===== src/rtl/drawbridge_pkg.sv =====
// Purpose : shared types and default parameters for the drawbridge controller.
// Latency : n/a (types and constants only).
// Flow    : n/a.
// Contents: state_t (3-bit FSM encoding), default parameter constants.
package drawbridge_pkg;

  typedef enum logic [2:0] {
    FLAT     = 3'd0,
    CLEARING = 3'd1,
    LIFTING  = 3'd2,
    UPRIGHT  = 3'd3,
    LOWERING = 3'd4,
    FAULT    = 3'd5
  } state_t;

  localparam int DEF_N_LEAVES     = 2;
  localparam int DEF_CLEAR_CYCLES = 16;
  localparam int DEF_MOVE_TIMEOUT = 1000;
  localparam int DEF_HOLD_CYCLES  = 64;

endpackage


===== src/rtl/drawbridge_leaf_drv.sv =====
// Purpose : per-leaf motor gating against its own limit switches, plus sensor-conflict detect.
// Latency : combinational; the controller registers the results.
// Flow    : no handshake; a leaf stops driving once its limit switch is reached.
// Ports   : i_move_up/i_move_dn (controller direction), i_h/i_l (limit switches),
//           o_mup/o_mdn (gated motor commands), o_conflict (both limits active).
module drawbridge_leaf_drv
  import drawbridge_pkg::*;
(
  input  logic i_move_up,
  input  logic i_move_dn,
  input  logic i_h,
  input  logic i_l,
  output logic o_mup,
  output logic o_mdn,
  output logic o_conflict
);

  // Each direction is also masked by the other so both motors can never run together.
  assign o_mup      = i_move_up & ~i_move_dn & ~i_h;
  assign o_mdn      = i_move_dn & ~i_move_up & ~i_l;
  assign o_conflict = i_h & i_l;

endmodule


===== src/rtl/drawbridge_ctrl_multi.sv =====
// Purpose : multi-leaf drawbridge controller (clearing interval, travel timeout, sensor fault, boat reversal).
// Latency : all outputs registered; they reflect the state entered at the same clock edge.
// Flow    : CIB=1 pauses motion (motors off, timer frozen); FAULT holds until Reset.
// Ports   : Clock, Reset (async active-low), CIB, MD, PB, BS, H[N], L[N] in;
//           MUP[N], MDN[N], AL, TFL, FLT out.
// Config  : define DRAWBRIDGE_HOLD_EN to enforce a HOLD_CYCLES minimum dwell in UPRIGHT.
module drawbridge_ctrl_multi
  import drawbridge_pkg::*;
#(
  parameter int N_LEAVES     = DEF_N_LEAVES,
  parameter int CLEAR_CYCLES = DEF_CLEAR_CYCLES,
  parameter int MOVE_TIMEOUT = DEF_MOVE_TIMEOUT,
  parameter int HOLD_CYCLES  = DEF_HOLD_CYCLES
) (
  input  logic                Clock,
  input  logic                Reset,
  input  logic                CIB,
  input  logic                MD,
  input  logic                PB,
  input  logic                BS,
  input  logic [N_LEAVES-1:0] H,
  input  logic [N_LEAVES-1:0] L,
  output logic [N_LEAVES-1:0] MUP,
  output logic [N_LEAVES-1:0] MDN,
  output logic                AL,
  output logic                TFL,
  output logic                FLT
);

  localparam int CLR_W = $clog2(CLEAR_CYCLES + 1);
  localparam int MOV_W = $clog2(MOVE_TIMEOUT + 1);
  localparam logic [CLR_W-1:0] CLR_LAST = CLR_W'(CLEAR_CYCLES - 1);
  localparam logic [MOV_W-1:0] MOV_LAST = MOV_W'(MOVE_TIMEOUT - 1);
  localparam logic [MOV_W-1:0] MOV_MAX  = MOV_W'(MOVE_TIMEOUT);

  state_t              r_state;
  state_t              w_nxt;
  logic [CLR_W-1:0]    r_clr_cnt;
  logic [MOV_W-1:0]    r_mov_cnt;
  logic                r_pb_q;
  logic                r_al, r_tfl, r_flt;
  logic [N_LEAVES-1:0] r_mup, r_mdn;

  logic                w_pb_edge, w_lift_req, w_lower_req;
  logic                w_all_h, w_all_l, w_any_conflict, w_hold_ok;
  logic                w_move_up, w_move_dn;
  logic [N_LEAVES-1:0] w_mup, w_mdn, w_conflict;

  assign w_pb_edge      = PB & ~r_pb_q;
  assign w_lift_req     = MD ? w_pb_edge : BS;
  assign w_lower_req    = MD ? w_pb_edge : ~BS;
  assign w_all_h        = &H;
  assign w_all_l        = &L;
  assign w_any_conflict = |w_conflict;

`ifdef DRAWBRIDGE_HOLD_EN
  localparam int HLD_W = $clog2(HOLD_CYCLES + 1);
  logic [HLD_W-1:0] r_hold_cnt;

  // Counts UPRIGHT dwell; any state change (including entry) restarts it.
  always_ff @(posedge Clock or negedge Reset) begin
    if (!Reset) begin
      r_hold_cnt <= '0;
    end else if (w_nxt != r_state || r_state != UPRIGHT) begin
      r_hold_cnt <= '0;
    end else if (r_hold_cnt != HLD_W'(HOLD_CYCLES)) begin
      r_hold_cnt <= r_hold_cnt + HLD_W'(1);
    end
  end

  assign w_hold_ok = (r_hold_cnt == HLD_W'(HOLD_CYCLES));
`else
  // No dwell requirement; HOLD_CYCLES is non-negative so this is always 1.
  assign w_hold_ok = (HOLD_CYCLES >= 0);
`endif

  // Next-state decision. The conflict override is applied last so it beats every transition.
  always_comb begin
    w_nxt = r_state;
    case (r_state)
      FLAT: begin
        if (w_lift_req)    w_nxt = CLEARING;
        else if (!w_all_l) w_nxt = LOWERING;   // leaves not down after reset: bring them home
      end
      CLEARING: begin
        if (!CIB && r_clr_cnt == CLR_LAST) w_nxt = LIFTING;
      end
      LIFTING: begin
        // Completion is checked before timeout so a tie finishes the move.
        if (!CIB) begin
          if (w_all_h)                    w_nxt = UPRIGHT;
          else if (r_mov_cnt == MOV_LAST) w_nxt = FAULT;
        end
      end
      UPRIGHT: begin
        if (w_lower_req && !CIB && w_hold_ok) w_nxt = LOWERING;
      end
      LOWERING: begin
        if (!CIB) begin
          if (w_all_l)                    w_nxt = FLAT;
          else if (!MD && BS)             w_nxt = LIFTING;
          else if (r_mov_cnt == MOV_LAST) w_nxt = FAULT;
        end
      end
      FAULT:   w_nxt = FAULT;
      default: w_nxt = FAULT;
    endcase
    if (w_any_conflict) w_nxt = FAULT;
  end

  // Motor direction follows the state being entered; a car on the deck stops both.
  assign w_move_up = (w_nxt == LIFTING)  & ~CIB;
  assign w_move_dn = (w_nxt == LOWERING) & ~CIB;

  for (genvar i = 0; i < N_LEAVES; i++) begin : g_leaf
    drawbridge_leaf_drv u_leaf (
      .i_move_up  (w_move_up),
      .i_move_dn  (w_move_dn),
      .i_h        (H[i]),
      .i_l        (L[i]),
      .o_mup      (w_mup[i]),
      .o_mdn      (w_mdn[i]),
      .o_conflict (w_conflict[i])
    );
  end

  always_ff @(posedge Clock or negedge Reset) begin
    if (!Reset) begin
      r_state   <= FLAT;
      r_clr_cnt <= '0;
      r_mov_cnt <= '0;
      r_pb_q    <= 1'b0;
      r_mup     <= '0;
      r_mdn     <= '0;
      r_al      <= 1'b0;
      r_tfl     <= 1'b0;
      r_flt     <= 1'b0;
    end else begin
      r_state <= w_nxt;
      r_pb_q  <= PB;

      if (w_nxt != r_state) begin
        r_clr_cnt <= '0;
        r_mov_cnt <= '0;
      end else begin
        if (r_state == CLEARING) begin
          if (CIB)                        r_clr_cnt <= '0;
          else if (r_clr_cnt != CLR_LAST) r_clr_cnt <= r_clr_cnt + CLR_W'(1);
        end
        // Timer freezes while a car is on the deck.
        if ((r_state == LIFTING || r_state == LOWERING) && !CIB && r_mov_cnt != MOV_MAX)
          r_mov_cnt <= r_mov_cnt + MOV_W'(1);
      end

      r_mup <= w_mup;
      r_mdn <= w_mdn;
      r_tfl <= (w_nxt != FLAT);
      r_flt <= (w_nxt == FAULT);
      r_al  <= (w_nxt == CLEARING) || (w_nxt == FAULT) ||
               (((w_nxt == LIFTING) || (w_nxt == LOWERING)) && CIB);
    end
  end

  assign MUP = r_mup;
  assign MDN = r_mdn;
  assign AL  = r_al;
  assign TFL = r_tfl;
  assign FLT = r_flt;

endmodule

===== config.mk =====
export PLATFORM = sky130hd
export DESIGN_NAME = drawbridge_ctrl_multi
export DESIGN_NICKNAME = d
export VERILOG_FILES = /design/src/rtl/drawbridge_pkg.sv /design/src/rtl/drawbridge_leaf_drv.sv /design/src/rtl/drawbridge_ctrl_multi.sv
export SDC_FILE = /design/constraint.sdc
export NUM_CORES = 1
export LEC_CHECK = 0
export ABC_AREA = 1
export CAP_MARGIN = 20
export CORE_ASPECT_RATIO = 1.1
export CORE_MARGIN = 2
export CORE_UTILIZATION = 45
export CTS_CLUSTER_DIAMETER = 30
export CTS_CLUSTER_SIZE = 25
export DETAILED_ROUTE_END_ITERATION = 10
export PLACE_DENSITY = 0.65
export SLEW_MARGIN = 20
export SYNTH_ARGS = -nofsm -noshare
export SYNTH_HDL_FRONTEND = slang
export SYNTH_HIERARCHICAL = 1
export SYNTH_SLANG_ARGS = --single-unit
export TNS_END_PERCENT = 1

===== constraint.sdc =====
create_clock -name Clock -period 3 [get_ports Clock]
set_input_delay 0.6 -clock Clock [delete_from_list [all_inputs] [get_ports Clock]]
set_output_delay 0.6 -clock Clock [all_outputs]
set_load 0.05 [all_outputs]

==> results of run 1 <==
registers in the layout, indices dropped and copies added (netlist names):
register / count
r_mov_cnt: 10
r_clr_cnt: 5
r_state: 3
MDN: 2
MUP: 2
AL: 1
FLT: 1
TFL: 1
r_pb_q: 1
final timing paths:
kind | from | end | slack, ps | cells past startpoint
hold / removal | r_clr_cnt[4]$_DFFE_PN0P_ | r_clr_cnt[4]$_DFFE_PN0P_ | 590 | 2
max in group asynchronous | Reset | r_clr_cnt[3]$_DFFE_PN0P_ | 2040 | 2
min in group asynchronous | Reset | r_pb_q$_DFF_PN0_ | 690 | 2
setup reg to reg | r_clr_cnt[0]$_DFFE_PN0P_ | MUP[0]$_DFF_PN0_ | 750 | 17
hold reg to reg | r_clr_cnt[4]$_DFFE_PN0P_ | r_clr_cnt[4]$_DFFE_PN0P_ | 590 | 2
setup / recovery | H[1] | MDN[0]$_DFF_PN0_ | 590 | 13
cell usage in the layout, fill, tap and decap left out, types with 5 or more instances in the layout:
master           synthesis  routed
xor2_1                   5       5
nor2_1                  17      17
nand2_2                  9       9
dfrtp_1                 26      26
nor2_2                  10      10
nor2_4                  15      15
inv_2                    6       6
inv_1                   33      33
clkdlybuf4s50_1          0      16
nand3_1                 12      12
nand2_1                 55      55
routing by layer:
metal / vias to the layer above / share of wire
met4: 0 / 0.020
met3: 7 / 0.028
met2: 19 / 0.48
li1: 752 / -
met5: - / 0
met1: 663 / 0.47
power by group:
group | leakage, nW | switching [W] | internal (W)
Clock | 0.0288 | 0.000114 | 0.000118
Sequential | 0.335 | 0.000000151 | 0.000351
Combinational | 0.572 | 0.0000240 | 0.0000170
critical path, delay by kind of cell:
| kind | cells | cell delay (ps) |
|---|---|---|
| buf+inv | 3 | 590 |
| simple gates | 9 | 1230 |
| compound gates | 1 | 150 |
per-stage QoR:
stage               std cells  hold WS [ps]  power [W]  utilization  area, sq um
floorplan                 229         304.4  0.0003709            -         1808
global placement          298         549.7  0.0003997       0.5186         2024
detailed placement        298         569.9  0.0003997       0.5186         2024
CTS                       302         595.0  0.0006343       0.5327         2079
global route              302         635.7  0.0006537       0.5327         2079
finish                    302         589.4  0.0006237       0.5327         2079
cell type report:
| cell class | count | area, sq um |
|---|---|---|
| clock buffer | 4 | 55.05 |
| fill | 388 | 1824 |
| inverter | 40 | 152.6 |
| multi-input combinational | 161 | 973.4 |
| sequential | 26 | 650.6 |
| tap | 52 | 65.06 |
| timing repair buffer | 19 | 182.7 |
cells by family after synthesis:
kind of cell | count (synthesis)
compound gates | 16
xor+xnor | 5
fa+ha+maj | 4
buf+inv | 42
flops | 26
simple gates | 136
==> flow_summary_export.csv, run 1 <==
group,metric,value,unit
cells_and_area,antenna_cells,0,
run_status,status,"completed",
clocking,clockBufferDepth,2,
global_routing,gr-usage-met2,0.2755,
drt,drc_errors,0,
yosys,syn_nets,243,
sta,fin_skew,10.76,ps
clocking,root_buffer,"clkbuf_8",
global_routing,grt_max_degree,27,
worst_setup_path,slowest_stage,"clkdlybuf4s50_1",
sta,worst_pin_slew,490.8,ps
drt,vias_per_cell,4.772,
yosys,synth_seq_cells,26,
yosys,synth_top_family_by_area,"simple AND/OR/NAND/NOR gates",
global_routing,use_met3,0.02415,
worst_setup_path,slowest_delay,470,ps
floorplan,io_pins,17,
yosys,synth.most_common_cell,"nand2_1",
worst_setup_path,start_kind,"input port",
sta,slew-limit-headroom,0.6718,
clocking,cts_sinks,26,
floorplan,fp.dieH,70.48,um
clocking,cts_resized,0,
floorplan,die_x,64.44,um
yosys,async_reset_ff_frac,1.000,
floorplan,dieArea,4541,sq um
clocking,worstSkewPairLatency,280,ps
global_routing,antenna_found_initial,0,
sta,finalCritPeriodShare,0.8026,
floorplan,start_util,0.4631,
drt,wl_per_cell,10.74,um
sta,worst_slack,592.2,ps
place,io_buffers,16,
yosys,synth_area_leaders,"dfrtp_1, nand2_1, nor2_4",
global_routing,overflow,0,
global_routing,use_met1,0.2170,
place,gp_congestion,0.8992,
yosys,avgSynthCellArea,7.895,sq um
sta,max_freq,415.3,MHz
global_routing,grt_pass1_vias,1361,
cells_and_area,nNetsFinal,265,
yosys,synth_fa_ha_area_frac,0.02768,
place,hpwl,2483,um
yosys,yosys_warnings,6,
power,vdd_ir_drop_max,0.1733,mV
sta,setup_viol,0,
clocking,cts_tree,"done",
power,p_per_area,299.9,nW/um^2
worst_setup_path,crit_top_cell,"nor2_2",
worst_setup_path,path_max_fanout,6,
clocking,hold_buffers,0,
yosys,synth_top_cell_area_share,0.3599,
worst_setup_path,setup.worst_path.class,"input port to flip-flop",
worst_setup_path,cp-end-kind,"flip-flop",
yosys,synth_area_leader_cell,"dfrtp_1",
yosys,synth_edf_count,0,
cells_and_area,area_delta_synth_final,15.02,%
drt,route.antenna.remaining_nets,0,
clocking,cts.reportedPaths.clkPinSlew,100,ps
clocking,cts_buffers,3,
global_routing,grt_pass1_wl,5934,um
yosys,synthCells,229,
floorplan,rows,24,
drt,drt_iter0_markers,69,
worst_setup_path,worstPathCellList,"clkdlybuf4s50_1 -> nand2_1 -> inv_1 -> nor2_2 -> o21ai_0 -> nor2_2 -> nand2_2 -> nor2_4 -> nand2_4 -> nor3_1 -> inv_1 -> nand2_1 -> nor2_2",
yosys,synth-compound-area-share,0.05675,
sta,slew_violations,0,
worst_setup_path,critPathRequiredTime,3170,ps
sta,period_minus_slack,2408,ps
floorplan,core_area,3904,sq um
power,p_leak,0.9353,nW
yosys,synth_flop_cell,"dfrtp_1",
clocking,h-tree-depth,1,
drt,routed_wl,3242,um
global_routing,grt_busiest_layer,"met2",
yosys,synth_common_cells,"nand2_1, inv_1, dfrtp_1",
sta,rsz0062_at_grt,"false",
yosys,synth_cell_types,32,
drt,first_pass_iters,4,
yosys,syn_area,1808,sq um
cells_and_area,drive_above_1_share,0.2360,
sta,tns,0,ps
run,maxCapViolCount,0,
min_path,hold_path.class,"flip-flop to flip-flop",
place,dp_slack,277.1,ps
yosys,synthXorXnorAreaFrac,0.02422,
global_routing,grt_use_total,0.1659,
yosys,ys_seq_area_frac,0.3599,
drt,vias,1441,
sta,finalHoldViolations,0,
worst_setup_path,crit_arrival,2580,ps
yosys,synth_mux_area_frac,0,
clocking,postCtsSetupBuffers,0,
yosys,yosys.area_share.simple,0.4298,
(Power assumes the default switching activity.)
==> run 2, diff against run 1 <==
PLACE_DENSITY = 0.68   (was 0.65)
clock period = 2 ns   (was 3 ns; I/O delays follow)
==> run 2 against run 1 <==
Compared with the run above: clock-buffer cell count shrank 1; non-clock buffer count grew 27; cell count grew 8.6%; the run now ends with negative setup slack left; die area is the same; largest cell class unchanged.
==> flow_summary_export.csv, run 2 (synthesis results as in run 1) <==
group,metric,value,unit
cells_and_area,n_fill_cell,365,
global_routing,grt_use_total,0.1684,
sta,period_minus_slack,2025,ps
min_path,hold_path.class,"input port to asynchronous set/reset pin",
cells_and_area,area_delta_synth_final,28.51,%
worst_setup_path,path_max_fanout,5,
sta,worst_pin_slew,490.5,ps
place,io_buffers,16,
clocking,worstSkewPairLatency,270,ps
run,maxCapViolCount,0,
run_status,violations,"negative setup slack",
worst_setup_path,cp-end-kind,"flip-flop",
cells_and_area,largest_register_ffs,10,
drt,drt_iter0_markers,49,
clocking,cts_sinks,26,
clocking,cts_tree,"done",
drt,route.antenna.remaining_nets,0,
clocking,clockBufferDepth,2,
sta,slew_violations,0,
global_routing,antenna_found_initial,0,
cells_and_area,drive_above_1_share,0.3152,
cells_and_area,mostFrequentLayoutCell,"nand2_1",
sta,fin_skew,2.459,ps
drt,vias_per_cell,4.695,
power,p_per_area,387.8,nW/um^2
run_status,status,"finished with violations",
floorplan,die_x,64.44,um
floorplan,dieArea,4541,sq um
sta,worst_hold_slack,501.2,ps
cells_and_area,largest_register,"r_mov_cnt",
global_routing,grt_max_degree,27,
floorplan,io_pins,17,
worst_setup_path,critPathRequiredTime,2160,ps
sta,slew-limit-headroom,0.6720,
global_routing,grt_pass1_wl,6099,um
clocking,root_buffer,"clkbuf_8",
cells_and_area,final_area,2323,sq um
sta,max_freq,493.8,MHz
clocking,cts_buffers,3,
cells_and_area,reg.largest.list,"r_mov_cnt (10), r_clr_cnt (5), r_state (3)",
cells_and_area,layout_common_cells,"nand2_1, inv_1, buf_4",
cells_and_area,nNetsFinal,292,
drt,drc_errors,0,
floorplan,rows,24,
drt,vias,1540,
global_routing,grt_pass1_vias,1485,
place,hpwl,2664,um
clocking,h-tree-depth,1,
sta,finalCritPeriodShare,1.013,
floorplan,core_area,3904,sq um
worst_setup_path,start_kind,"flip-flop",
drt,routed_wl,3403,um
floorplan,start_util,0.4631,
clocking,hold_buffers,0,
drt,wl_per_cell,10.38,um
power,vdd_ir_drop_max,0.2807,mV
global_routing,overflow,0,
cells_and_area,antenna_cells,0,
power,p_leak,1.070,nW
sta,setup_viol,13,
power,fin_total_pwr,0.0009010,W
sta,worst_slack,-25.08,ps
worst_setup_path,setup.worst_path.class,"flip-flop to flip-flop",
worst_setup_path,crit_arrival,2180,ps
place,gp_congestion,0.8802,
sta,rsz0062_at_grt,"true",
place,place_area,2263,sq um
sta,finalHoldViolations,0,
clocking,cts.reportedPaths.clkPinSlew,90,ps
sta,tns,-221.6,ps
drt,first_pass_iters,4,
place,dp_slack,-327.1,ps
floorplan,fp.dieH,70.48,um
## run 2: path summary, 6_finish.rpt
| kind | start | endpoint | slack (ps) | depth (start not counted) |
|---|---|---|---|---|
| max | r_clr_cnt[0]$_DFFE_PN0P_ | r_clr_cnt[0]$_DFFE_PN0P_ | -30 | 18 |
| min | Reset | MUP[0]$_DFF_PN0_ | 500 | 2 |
| max reg2reg | r_clr_cnt[0]$_DFFE_PN0P_ | r_clr_cnt[0]$_DFFE_PN0P_ | -30 | 18 |
| min reg2reg | r_clr_cnt[4]$_DFFE_PN0P_ | r_clr_cnt[4]$_DFFE_PN0P_ | 580 | 2 |
| max in group asynchronous | Reset | r_clr_cnt[1]$_DFFE_PN0P_ | 1250 | 2 |
| min in group Clock | r_clr_cnt[4]$_DFFE_PN0P_ | r_clr_cnt[4]$_DFFE_PN0P_ | 580 | 2 |
## run 2: through the flow
step | util | instances
after floorplan | - | 229
after global placement | 0.5798 | 324
after detailed placement | 0.5798 | 324
after CTS | 0.5952 | 328
after global routing | 0.5952 | 328
final | 0.5952 | 328
## run 2: layout make-up
class | instances | area [sq um] | area share
clock buffers | 3 | 41.29 | 0.01777
inverters | 40 | 152.6 | 0.06570
multi-input cells | 161 | 991.0 | 0.4265
flip-flops and latches | 26 | 650.6 | 0.2800
well taps | 52 | 65.06 | 0.02800
repair buffers | 46 | 422.9 | 0.1820
## run 2: repair_timing
| action | 4_1_cts | 5_1_grt |
|---|---|---|
| gates resized for setup | 2 | 0 |
| endpoints found under the setup margin | 19 | 21 |
| buffers inserted | 1 | 0 |
| pin swaps | 3 | 0 |
## run 2: routing by layer
layer / vias to the layer above / GRT usage / wire length [um]
met5: - / 0 / 0
met4: 0 / 0.07801 / 63
met3: 7 / 0.02576 / 112
met2: 21 / 0.2859 / 1681
met1: 705 / 0.2082 / 1546
li1: 807 / - / -
## run 2: report_power, final
part	switching (W)	internal, W
clock network	0.000161	0.000135
logic	0.0000407	0.0000379
registers	0.000000204	0.000526
## run 2: critical path, stage by stage, from the launching register on
cell and delay, ps:
dfrtp_1 350, ha_1 160, nand2_1 70, nor2_1 110, ha_2 200, nand2_4 50, nand2_2 70, nor2_4 40
nor2_2 80, nand2_2 60, nor2_4 120, nand2_4 80, nand2_2 50, nand2_1 50, nand2_1 70, inv_2 40
nand2_4 100, buf_12 140, nor2_4 30
==> patch (config.mk and constraints of run 1) <==
Add a define of `DRAWBRIDGE_HOLD_EN`.
--- a/src/rtl/drawbridge_ctrl_multi.sv
+++ b/src/rtl/drawbridge_ctrl_multi.sv
@@ -4,6 +4,8 @@
 // Ports   : Clock, Reset (async active-low), CIB, MD, PB, BS, H[N], L[N] in;
 //           MUP[N], MDN[N], AL, TFL, FLT out.
 // Config  : define DRAWBRIDGE_HOLD_EN to enforce a HOLD_CYCLES minimum dwell in UPRIGHT.
+`define DRAWBRIDGE_HOLD_EN
+
 module drawbridge_ctrl_multi
   import drawbridge_pkg::*;
 #(
Function: changed (Yosys sat finds a counterexample within 10 cycles, from zero or initial values and one cycle with Reset low).
==> patch against run 1 <==
Total power is 36% higher; synthesized area grew 9.2%; core utilization up 0.52 points; design area increased by 10%; sequential cell count rose by 7; critical path depth unchanged; routed wire length rose by 14%; sequential power grew 27%; setup slack got worse by 0.042 ns; critical path type unchanged; highest routed layer unchanged.
==> patch: results (changes against run 1) <==
status: "complete, no violations"
p_seq_uw: 446  # +27%
cts.clk_slew.worst_paths_ns: 0.07  # -0.03 ns
finalWeightedCongestion: 0.839  # -6.7%
ys_seq_area_frac: 0.418  # +0.0584
hp-start: "r_mov_cnt[9]"
slew_headroom: 0.668  # -0.00427
endpoint: "MDN[1]"
synth.net_count: 277  # +14%
drt-initial-drc-count: 71  # +2.9%
slowest_stage: "clkdlybuf4s50_1"
via_per_inst: 4.73  # -0.85%
dr.pass1.iters: 4  # unchanged
antenna_found_initial: 0  # unchanged
crit_start: "L[1]"
worstHoldEndpoint: "r_mov_cnt[9]"
pre_cts_slack_ns: 0.251  # -0.0261 ns
yosys-top-cells-count: "nand2_1, inv_1, dfrtp_1, nor2_1, nor2_2"
wire_per_inst_microns: 11.0  # +2.3%
path_delay_family: "simple AND/OR/NAND/NOR gates"
rr_worst_depth: 15  # -2
htreeDepth: 2  # +1
max_stage_delay_ns: 0.47  # about the same
dp_hpwl_microns: 2740  # +10%
grt_pass1_vias: 1539  # +13%
cts_buffers: 5  # +2
clock-skew-final_ns: 0.00537  # -0.00540 ns
grt_usage: 0.174  # +0.00780
postCtsSetupRepairBufs: 0  # unchanged
p_sw_frac: 0.215  # -0.00718
r2r_start: "r_clr_cnt[0]"
grt_max_degree: 34  # +26%
grt_pass1_wl_microns: 6510  # +9.6%
drive_gt1_frac: 0.144  # -0.0916
irDropWorstVdd_mv: 0.229  # +32%
reg2reg_slack_ns: 0.70  # -0.05 ns
synth.distinct_cells: 24  # -25%
placed_area_sq_um: 2190  # +8.0%
synthTopCellsByArea: "dfrtp_1, nand2_1, inv_1"
reg.largest.list: "r_mov_cnt (10), r_hold_cnt (7), r_clr_cnt (5)"
final_net_count: 299  # +13%
leakage_uw: 0.00110  # +17%
cp.arrival_ns: 2.63  # +0.05 ns
clk_path_buf_depth: 2  # unchanged
setup_ws_ns: 0.550  # -0.0417 ns
yosys_warnings: 6  # unchanged
clkPwrFrac: 0.431  # +0.059
-- patch: stage by stage --
stage | power, uW | hold WS, ns | cells | util
global placement | 493 | 0.540 | 330 | 0.514
floorplan | 467 | 0.304 | 261 | -
finish | 850 | 0.557 | 338 | 0.538
CTS | 867 | 0.562 | 338 | 0.538
global route | 889 | 0.609 | 338 | 0.538
detailed placement | 493 | 0.553 | 330 | 0.514
-- patch: cell type report --
cell class	instances	area, sq um
clock inverters	1	5.00
flip-flops and latches	33	826
inverters	39	146
repair buffers	17	168
clock buffers	7	96.3
multi-input cells	187	980
fillers	416	1970
well taps	54	67.6
-- patch: logic make-up after synthesis --
logic type | share of synthesized area
xor gates and xnor gates | 0.0444
buffers and inverters | 0.0856
and+or+nand+nor | 0.367
DFF | 0.418
AOI/OAI and AO/OA | 0.0469
adders and majority gates | 0.0380
-- patch: per-layer routing --
metal	track usage	up-vias	share of wire
met1	0.215	709	0.47
met4	0.0748	0	0.018
met2	0.284	30	0.48
met5	0	-	0
li1	-	853	-
met3	0.0459	7	0.036
